<file path="config.mk">
export PLATFORM = sky130hd
export DESIGN_NAME = if_fetch_stage
export DESIGN_NICKNAME = d
export VERILOG_FILES = /design/src/rtl/rv_pkg.sv /design/src/rtl/fetch_fifo.sv /design/src/rtl/if_fetch_stage.sv
export SDC_FILE = /design/constraint.sdc
export NUM_CORES = 1
export LEC_CHECK = 0
export ABC_AREA = 1
export CAP_MARGIN = 20
export CORE_UTILIZATION = 45
export CTS_CLUSTER_SIZE = 24
export DETAILED_ROUTE_END_ITERATION = 8
export PLACE_DENSITY = 0.75
export SLEW_MARGIN = 20
export SYNTH_ARGS = -nofsm -noshare
export SYNTH_HDL_FRONTEND = slang
export SYNTH_HIERARCHICAL = 1
export SYNTH_SLANG_ARGS = --single-unit
</file>
<file path="constraint.sdc">
create_clock -name clk -period 2.4 [get_ports clk]
set_input_delay 0.48 -clock clk [delete_from_list [all_inputs] [get_ports clk]]
set_output_delay 0.48 -clock clk [all_outputs]
set_load 0.005 [all_outputs]
</file>
<file path="src/rtl/rv_pkg.sv">
// Shared RV32I constants, fetch-buffer entry type and the IF/ID pre-decode helper.
package rv_pkg;

  localparam logic [31:0] NOP_INSTR    = 32'h0000_0013;
  localparam logic [6:0]  OPCODE_STORE = 7'b0100011;
  localparam logic [6:0]  OPCODE_LOAD  = 7'b0000011;

  localparam int OPCODE_W = 7;
  localparam int REG_W    = 5;
  localparam int RS1_LSB  = 15;
  localparam int RS2_LSB  = 20;

  typedef struct packed {
    logic [31:0] pc;
    logic [31:0] instr;
  } fetch_entry_t;

  typedef struct packed {
    logic [REG_W-1:0] rs1;
    logic [REG_W-1:0] rs2;
    logic             mem_write;
  } predecode_t;

  // Fields are forced to zero for bubbles so hazard logic never matches a stale register.
  function automatic predecode_t predecode(input logic valid, input logic [31:0] instr);
    predecode_t p;
    p = '0;
    if (valid) begin
      p.rs1       = instr[RS1_LSB +: REG_W];
      p.rs2       = instr[RS2_LSB +: REG_W];
      p.mem_write = (instr[OPCODE_W-1:0] == OPCODE_STORE);
    end
    return p;
  endfunction

endpackage

</file>
<file path="src/rtl/fetch_fifo.sv">
// Small synchronous FIFO of {pc, instr} entries with flush; buffers fetched
// instructions while the decode stage is stalled.
module fetch_fifo
  import rv_pkg::*;
#(
  parameter int  DEPTH = 2,
  localparam int CNT_W = $clog2(DEPTH + 1)
) (
  input  logic             clk,
  input  logic             rst,
  input  logic             flush,
  input  logic             push,
  input  fetch_entry_t     push_data,
  input  logic             pop,
  output fetch_entry_t     pop_data,
  output logic [CNT_W-1:0] count,
  output logic             empty,
  output logic             full
);

  localparam int PTR_W = (DEPTH > 1) ? $clog2(DEPTH) : 1;

  fetch_entry_t     mem_q [DEPTH];
  fetch_entry_t     mem_d [DEPTH];
  logic [PTR_W-1:0] wr_q, wr_d;
  logic [PTR_W-1:0] rd_q, rd_d;
  logic [CNT_W-1:0] cnt_q, cnt_d;

  function automatic logic [PTR_W-1:0] next_ptr(input logic [PTR_W-1:0] p);
    return (p == PTR_W'(DEPTH - 1)) ? '0 : p + PTR_W'(1);
  endfunction

  always_comb begin
    mem_d = mem_q;
    wr_d  = wr_q;
    rd_d  = rd_q;
    cnt_d = cnt_q;
    if (flush) begin
      wr_d  = '0;
      rd_d  = '0;
      cnt_d = '0;
    end else begin
      if (push) begin
        mem_d[wr_q] = push_data;
        wr_d        = next_ptr(wr_q);
      end
      if (pop) begin
        rd_d = next_ptr(rd_q);
      end
      case ({push, pop})
        2'b10:   cnt_d = cnt_q + CNT_W'(1);
        2'b01:   cnt_d = cnt_q - CNT_W'(1);
        default: cnt_d = cnt_q;
      endcase
    end
  end

  always_ff @(posedge clk) begin
    if (rst) begin
      mem_q <= '{default: '0};
      wr_q  <= '0;
      rd_q  <= '0;
      cnt_q <= '0;
    end else begin
      mem_q <= mem_d;
      wr_q  <= wr_d;
      rd_q  <= rd_d;
      cnt_q <= cnt_d;
    end
  end

  assign pop_data = mem_q[rd_q];
  assign count    = cnt_q;
  assign empty    = (cnt_q == '0);
  assign full     = (cnt_q == CNT_W'(DEPTH));

  a_no_underflow : assert property (@(posedge clk) disable iff (rst) pop |-> !empty);

endmodule

</file>
<file path="src/rtl/if_fetch_stage.sv">
// RV32I instruction-fetch stage: owns the PC, issues credit-limited imem requests,
// buffers in-order responses and drives the IF/ID register with pre-decoded fields.
module if_fetch_stage
  import rv_pkg::*;
#(
  parameter logic [31:0] RESET_PC   = 32'h0000_0000,
  parameter int          FIFO_DEPTH = 2
) (
  input  logic        clk,
  input  logic        rst,
  input  logic        stall,
  input  logic        redirect_valid,
  input  logic [31:0] redirect_pc,
  output logic        imem_req_valid,
  output logic [31:0] imem_req_addr,
  input  logic        imem_req_ready,
  input  logic        imem_rsp_valid,
  input  logic [31:0] imem_rsp_data,
  output logic [31:0] pc_if_id_out,
  output logic [31:0] instr_if_id_out,
  output logic        valid_if_id_out,
  output logic [4:0]  rs1_id_if_id_out,
  output logic [4:0]  rs2_id_if_id_out,
  output logic        Memwrite_if_id_out
);

  localparam int               CNT_W      = $clog2(FIFO_DEPTH + 1);
  localparam int               PTR_W      = (FIFO_DEPTH > 1) ? $clog2(FIFO_DEPTH) : 1;
  localparam logic [CNT_W:0]   CREDIT_MAX = (CNT_W + 1)'(FIFO_DEPTH);

  logic [31:0]      pc_q, pc_d;
  logic [CNT_W-1:0] out_q, out_d;
  logic [CNT_W-1:0] drop_q, drop_d;
  logic [31:0]      sq_mem_q [FIFO_DEPTH];
  logic [31:0]      sq_mem_d [FIFO_DEPTH];
  logic [PTR_W-1:0] sq_wr_q, sq_wr_d;
  logic [PTR_W-1:0] sq_rd_q, sq_rd_d;
  logic             if_valid_q, if_valid_d;
  logic [31:0]      if_pc_q, if_pc_d;
  logic [31:0]      if_instr_q, if_instr_d;
  predecode_t       pd_q, pd_d;

  logic             fifo_push, fifo_pop, fifo_empty, fifo_full;
  logic [CNT_W-1:0] fifo_count;
  fetch_entry_t     fifo_in, fifo_head;
  logic [CNT_W:0]   credit_used;
  logic             req_fire, rsp_keep;

  function automatic logic [PTR_W-1:0] next_ptr(input logic [PTR_W-1:0] p);
    return (p == PTR_W'(FIFO_DEPTH - 1)) ? '0 : p + PTR_W'(1);
  endfunction

  // imem handshake: a request transfers on a cycle where valid && ready are both high;
  // valid never depends on ready, and valid/addr stay stable while ready is low.
  // Responses carry no ready and return one per cycle in request order.
  assign credit_used    = {1'b0, out_q} + {1'b0, fifo_count};
  assign imem_req_valid = !rst && !redirect_valid && (credit_used < CREDIT_MAX);
  assign imem_req_addr  = pc_q;
  assign req_fire       = imem_req_valid && imem_req_ready;

  // Same-cycle responses during a redirect belong to the old stream.
  assign rsp_keep  = imem_rsp_valid && !redirect_valid && (drop_q == '0);
  assign fifo_push = rsp_keep;
  assign fifo_in   = '{pc: sq_mem_q[sq_rd_q], instr: imem_rsp_data};
  assign fifo_pop  = !redirect_valid && !stall && !fifo_empty;

  fetch_fifo #(
    .DEPTH(FIFO_DEPTH)
  ) u_fetch_fifo (
    .clk      (clk),
    .rst      (rst),
    .flush    (redirect_valid),
    .push     (fifo_push),
    .push_data(fifo_in),
    .pop      (fifo_pop),
    .pop_data (fifo_head),
    .count    (fifo_count),
    .empty    (fifo_empty),
    .full     (fifo_full)
  );

  always_comb begin
    pc_d       = pc_q;
    out_d      = out_q + CNT_W'(req_fire) - CNT_W'(imem_rsp_valid);
    drop_d     = drop_q;
    sq_mem_d   = sq_mem_q;
    sq_wr_d    = sq_wr_q;
    sq_rd_d    = sq_rd_q;
    if_valid_d = if_valid_q;
    if_pc_d    = if_pc_q;
    if_instr_d = if_instr_q;
    pd_d       = pd_q;

    if (redirect_valid) begin
      pc_d    = redirect_pc & ~32'h3;
      drop_d  = out_q - CNT_W'(imem_rsp_valid);
      sq_wr_d = '0;
      sq_rd_d = '0;
    end else begin
      if (req_fire) begin
        pc_d              = pc_q + 32'd4;
        sq_mem_d[sq_wr_q] = pc_q;
        sq_wr_d           = next_ptr(sq_wr_q);
      end
      if (rsp_keep) begin
        sq_rd_d = next_ptr(sq_rd_q);
      end
      if (imem_rsp_valid && (drop_q != '0)) begin
        drop_d = drop_q - CNT_W'(1);
      end
    end

    if (redirect_valid || (!stall && fifo_empty)) begin
      if_valid_d = 1'b0;
      if_instr_d = NOP_INSTR;
      pd_d       = '0;
    end else if (!stall) begin
      if_valid_d = 1'b1;
      if_pc_d    = fifo_head.pc;
      if_instr_d = fifo_head.instr;
      pd_d       = predecode(1'b1, fifo_head.instr);
    end
  end

  always_ff @(posedge clk) begin
    if (rst) begin
      pc_q       <= RESET_PC;
      out_q      <= '0;
      drop_q     <= '0;
      sq_mem_q   <= '{default: '0};
      sq_wr_q    <= '0;
      sq_rd_q    <= '0;
      if_valid_q <= 1'b0;
      if_pc_q    <= '0;
      if_instr_q <= NOP_INSTR;
      pd_q       <= '0;
    end else begin
      pc_q       <= pc_d;
      out_q      <= out_d;
      drop_q     <= drop_d;
      sq_mem_q   <= sq_mem_d;
      sq_wr_q    <= sq_wr_d;
      sq_rd_q    <= sq_rd_d;
      if_valid_q <= if_valid_d;
      if_pc_q    <= if_pc_d;
      if_instr_q <= if_instr_d;
      pd_q       <= pd_d;
    end
  end

  assign pc_if_id_out       = if_pc_q;
  assign instr_if_id_out    = if_instr_q;
  assign valid_if_id_out    = if_valid_q;
  assign rs1_id_if_id_out   = pd_q.rs1;
  assign rs2_id_if_id_out   = pd_q.rs2;
  assign Memwrite_if_id_out = pd_q.mem_write;

  a_no_overflow  : assert property (@(posedge clk) disable iff (rst) !(fifo_push && fifo_full));
  a_rsp_expected : assert property (@(posedge clk) disable iff (rst) imem_rsp_valid |-> (out_q != '0));

endmodule
</file>
==> flow_metrics.env <==
export IMPL_crit_buf_inv=2
export IMPL_p_leak_nw=6.822
export IMPL_synth_cells=1903
export IMPL_hpwlAfterDp_um=21560
export IMPL_wl_um=32910
export IMPL_clockBufferDepth=3
export IMPL_hold_depth=2
export IMPL_globalplace_congestion=0.8850
export IMPL_vias=12130
export IMPL_drive_gt1_share_pct=5.463
export IMPL_hold_buffers=0
export IMPL_io_pins=179
export IMPL_rsz0062_at_grt="no"
export IMPL_cp_data_required_time_ps=1920
export IMPL_portBuffers=174
export IMPL_period_share_pct=96.84
export IMPL_setup_viol=0
export IMPL_cts_sinks=294
export IMPL_avgViaCountPerCell=4.997
export IMPL_hold_path_class="input port to register"
export IMPL_fin_nets=2105
export IMPL_grt_pass1_wl_um=53770
export IMPL_hold_path_end="u_fetch_fifo/rd_q$_SDFFE_PP0P_"
export IMPL_fin_skew_ps=13.66
export IMPL_status="complete, no violations"
export IMPL_tightest_slew_ps=536.3
export IMPL_syn_area_um2=12890
export IMPL_die_w_um=171.2
export IMPL_cts_tree="done"
export IMPL_synthToLayoutAreaGrowth_pct=23.33
export IMPL_clk_latency_ps=550
export IMPL_crit_arrival_ps=1840
export IMPL_cts_max_level=1
export IMPL_clk_pin_slew_ps=60
export IMPL_irDropWorstVdd_mv=0.6505
export IMPL_r2r_start="out_q[0]$_SDFF_PP0_"
export IMPL_drc=0
export IMPL_ant_nets=0
export IMPL_first_pass_iters=5
export IMPL_r2r_slack_ps=210
export IMPL_critPathMaxFanout=2
export IMPL_overflow=0
export IMPL_maxCapViolCount=0
export IMPL_nFillCells=2692
export IMPL_fmax_mhz=430.3
export IMPL_power_density_nw_per_um2=687.1
export IMPL_r2r_end="sq_mem_q[42]$_SDFFE_PP0P_"
export IMPL_final_cell_mix="494 x nand2_1, 416 x nor2_1, 291 x dfxtp_1, 243 x o21ai_0, 172 x clkdlybuf4s50_1"
export IMPL_worst_setup_path_start_kind="register"
export IMPL_ys_warn_count=6
export IMPL_die_height_um=171.2
export IMPL_cp_top_family="adder cells"
export IMPL_hp_start="redirect_valid"
export IMPL_grt_util_all_layers_pct=22.34
export IMPL_start_util_pct=46.02
export IMPL_antenna_cells=0
export IMPL_grt_max_degree=80
export IMPL_core_rowCount=61
export IMPL_maxSlewHeadroom_pct=64.25
export IMPL_antenna_found_initial=0
export IMPL_cts_inserted_buffers=31
export IMPL_core_area_um2=28010
export IMPL_grt_pass1_vias=11250
export IMPL_endpoint_kind="output port"
export IMPL_die_area_um2=29320
export IMPL_drt_iter0_drc=940
export IMPL_critPathMaxStageDelay_ps=590
export IMPL_wl_per_cell_um=13.55
export IMPL_fin_util_pct=56.76
export IMPL_critPathKind="register to output port"
export IMPL_final_common_cell="nand2_1"
export IMPL_worstPathCellList="nand2_1 -> inv_1 -> fa_1 -> nor3_2 -> dlygate4sd2_1"
export IMPL_fin_setup_tns_ps=0
export IMPL_hold_viol=0
export IMPL_cts_root_buf="clkbuf_16"
export IMPL_syn_avg_cell_area_um2=6.773
export IMPL_crit_slowest_cell="fa_1"
export IMPL_reg2reg_depth=9
export IMPL_final_max_slew_viol_count=0
export IMPL_timing_final_crit_period_ps=2324
## registers in the layout, indices dropped and copies added, names as in the netlist, 2 cells and up
name / flops
u_fetch_fifo/mem_q: 128
sq_mem_q: 60
instr_if_id_out: 32
pc_if_id_out: 32
imem_req_addr: 30
drop_q: 2
out_q: 2
u_fetch_fifo/count: 2
## what timing repair did
item | in CTS | in global routing
pin swaps | 0 | 3
endpoints found under the setup margin | 1 | 7
buffers inserted | 0 | 1
resized for setup | 3 | 4
## how the worst max path moves through the flow
stage / start / cells after the start / slack, ps / end
3_5_place_dp: imem_rsp_valid / 7 / 30 / u_fetch_fifo/mem_q[14]$_SDFFE_PP0P_
4_1_cts: out_q[0]$_SDFF_PP0_ / 5 / 40 / imem_req_valid
5_1_grt: out_q[0]$_SDFF_PP0_ / 5 / 10 / imem_req_valid
2_1_floorplan: u_fetch_fifo/count[0]$_SDFFE_PP0P_ / 11 / 210 / out_q[1]$_SDFF_PP0_
3_3_place_gp: imem_rsp_valid / 7 / 80 / u_fetch_fifo/mem_q[10]$_SDFFE_PP0P_
6_report: out_q[0]$_SDFF_PP0_ / 5 / 80 / imem_req_valid
## final cells by class
| type | count | area, um2 | share of cell area, % |
|---|---|---|---|
| timing repair buffer | 208 | 2116 | 13.31 |
| tap | 378 | 473.0 | 2.975 |
| multi-input combinational | 1345 | 5838 | 36.72 |
| inverter | 148 | 558.0 | 3.510 |
| sequential | 294 | 5892 | 37.06 |
| clock inverter | 14 | 157.7 | 0.9917 |
| clock buffer | 41 | 863.3 | 5.431 |
## metal layers
metal	global-route usage, %	routed length [um]	vias to the layer above
met3	2.830	1783	39
met1	29.96	15130	5580
met4	5.396	535	0
li1	-	-	6156
met2	38.02	15460	358
met5	0	0	-
## report_power, final
| group | internal [mW] | switching (mW) | leakage (nW) | total (mW) |
|---|---|---|---|---|
| Combinational | 0.421 | 0.584 | 3.93 | 1.00 |
| Sequential | 5.04 | 0.106 | 2.39 | 5.15 |
| Clock | 2.84 | 1.94 | 0.502 | 4.77 |
## metrics by stage
step / std cells / power, mW / hold WS (ps) / area, um2 / worst slack, ps
3_5_place_dp: 2372 / 6.232 / 454.7 / 14850 / 25.31
6_report: 2428 / 10.92 / 347.0 / 15900 / 75.80
5_1_grt: 2428 / 11.35 / 351.7 / 15900 / 14.35
3_3_place_gp: 2372 / 6.204 / 450.9 / 14850 / 76.44
4_1_cts: 2427 / 10.98 / 345.5 / 15880 / 39.57
2_1_floorplan: 1908 / 5.827 / 452.3 / 12910 / 210.0
No activity file was read; power rests on OpenSTA's default activity.
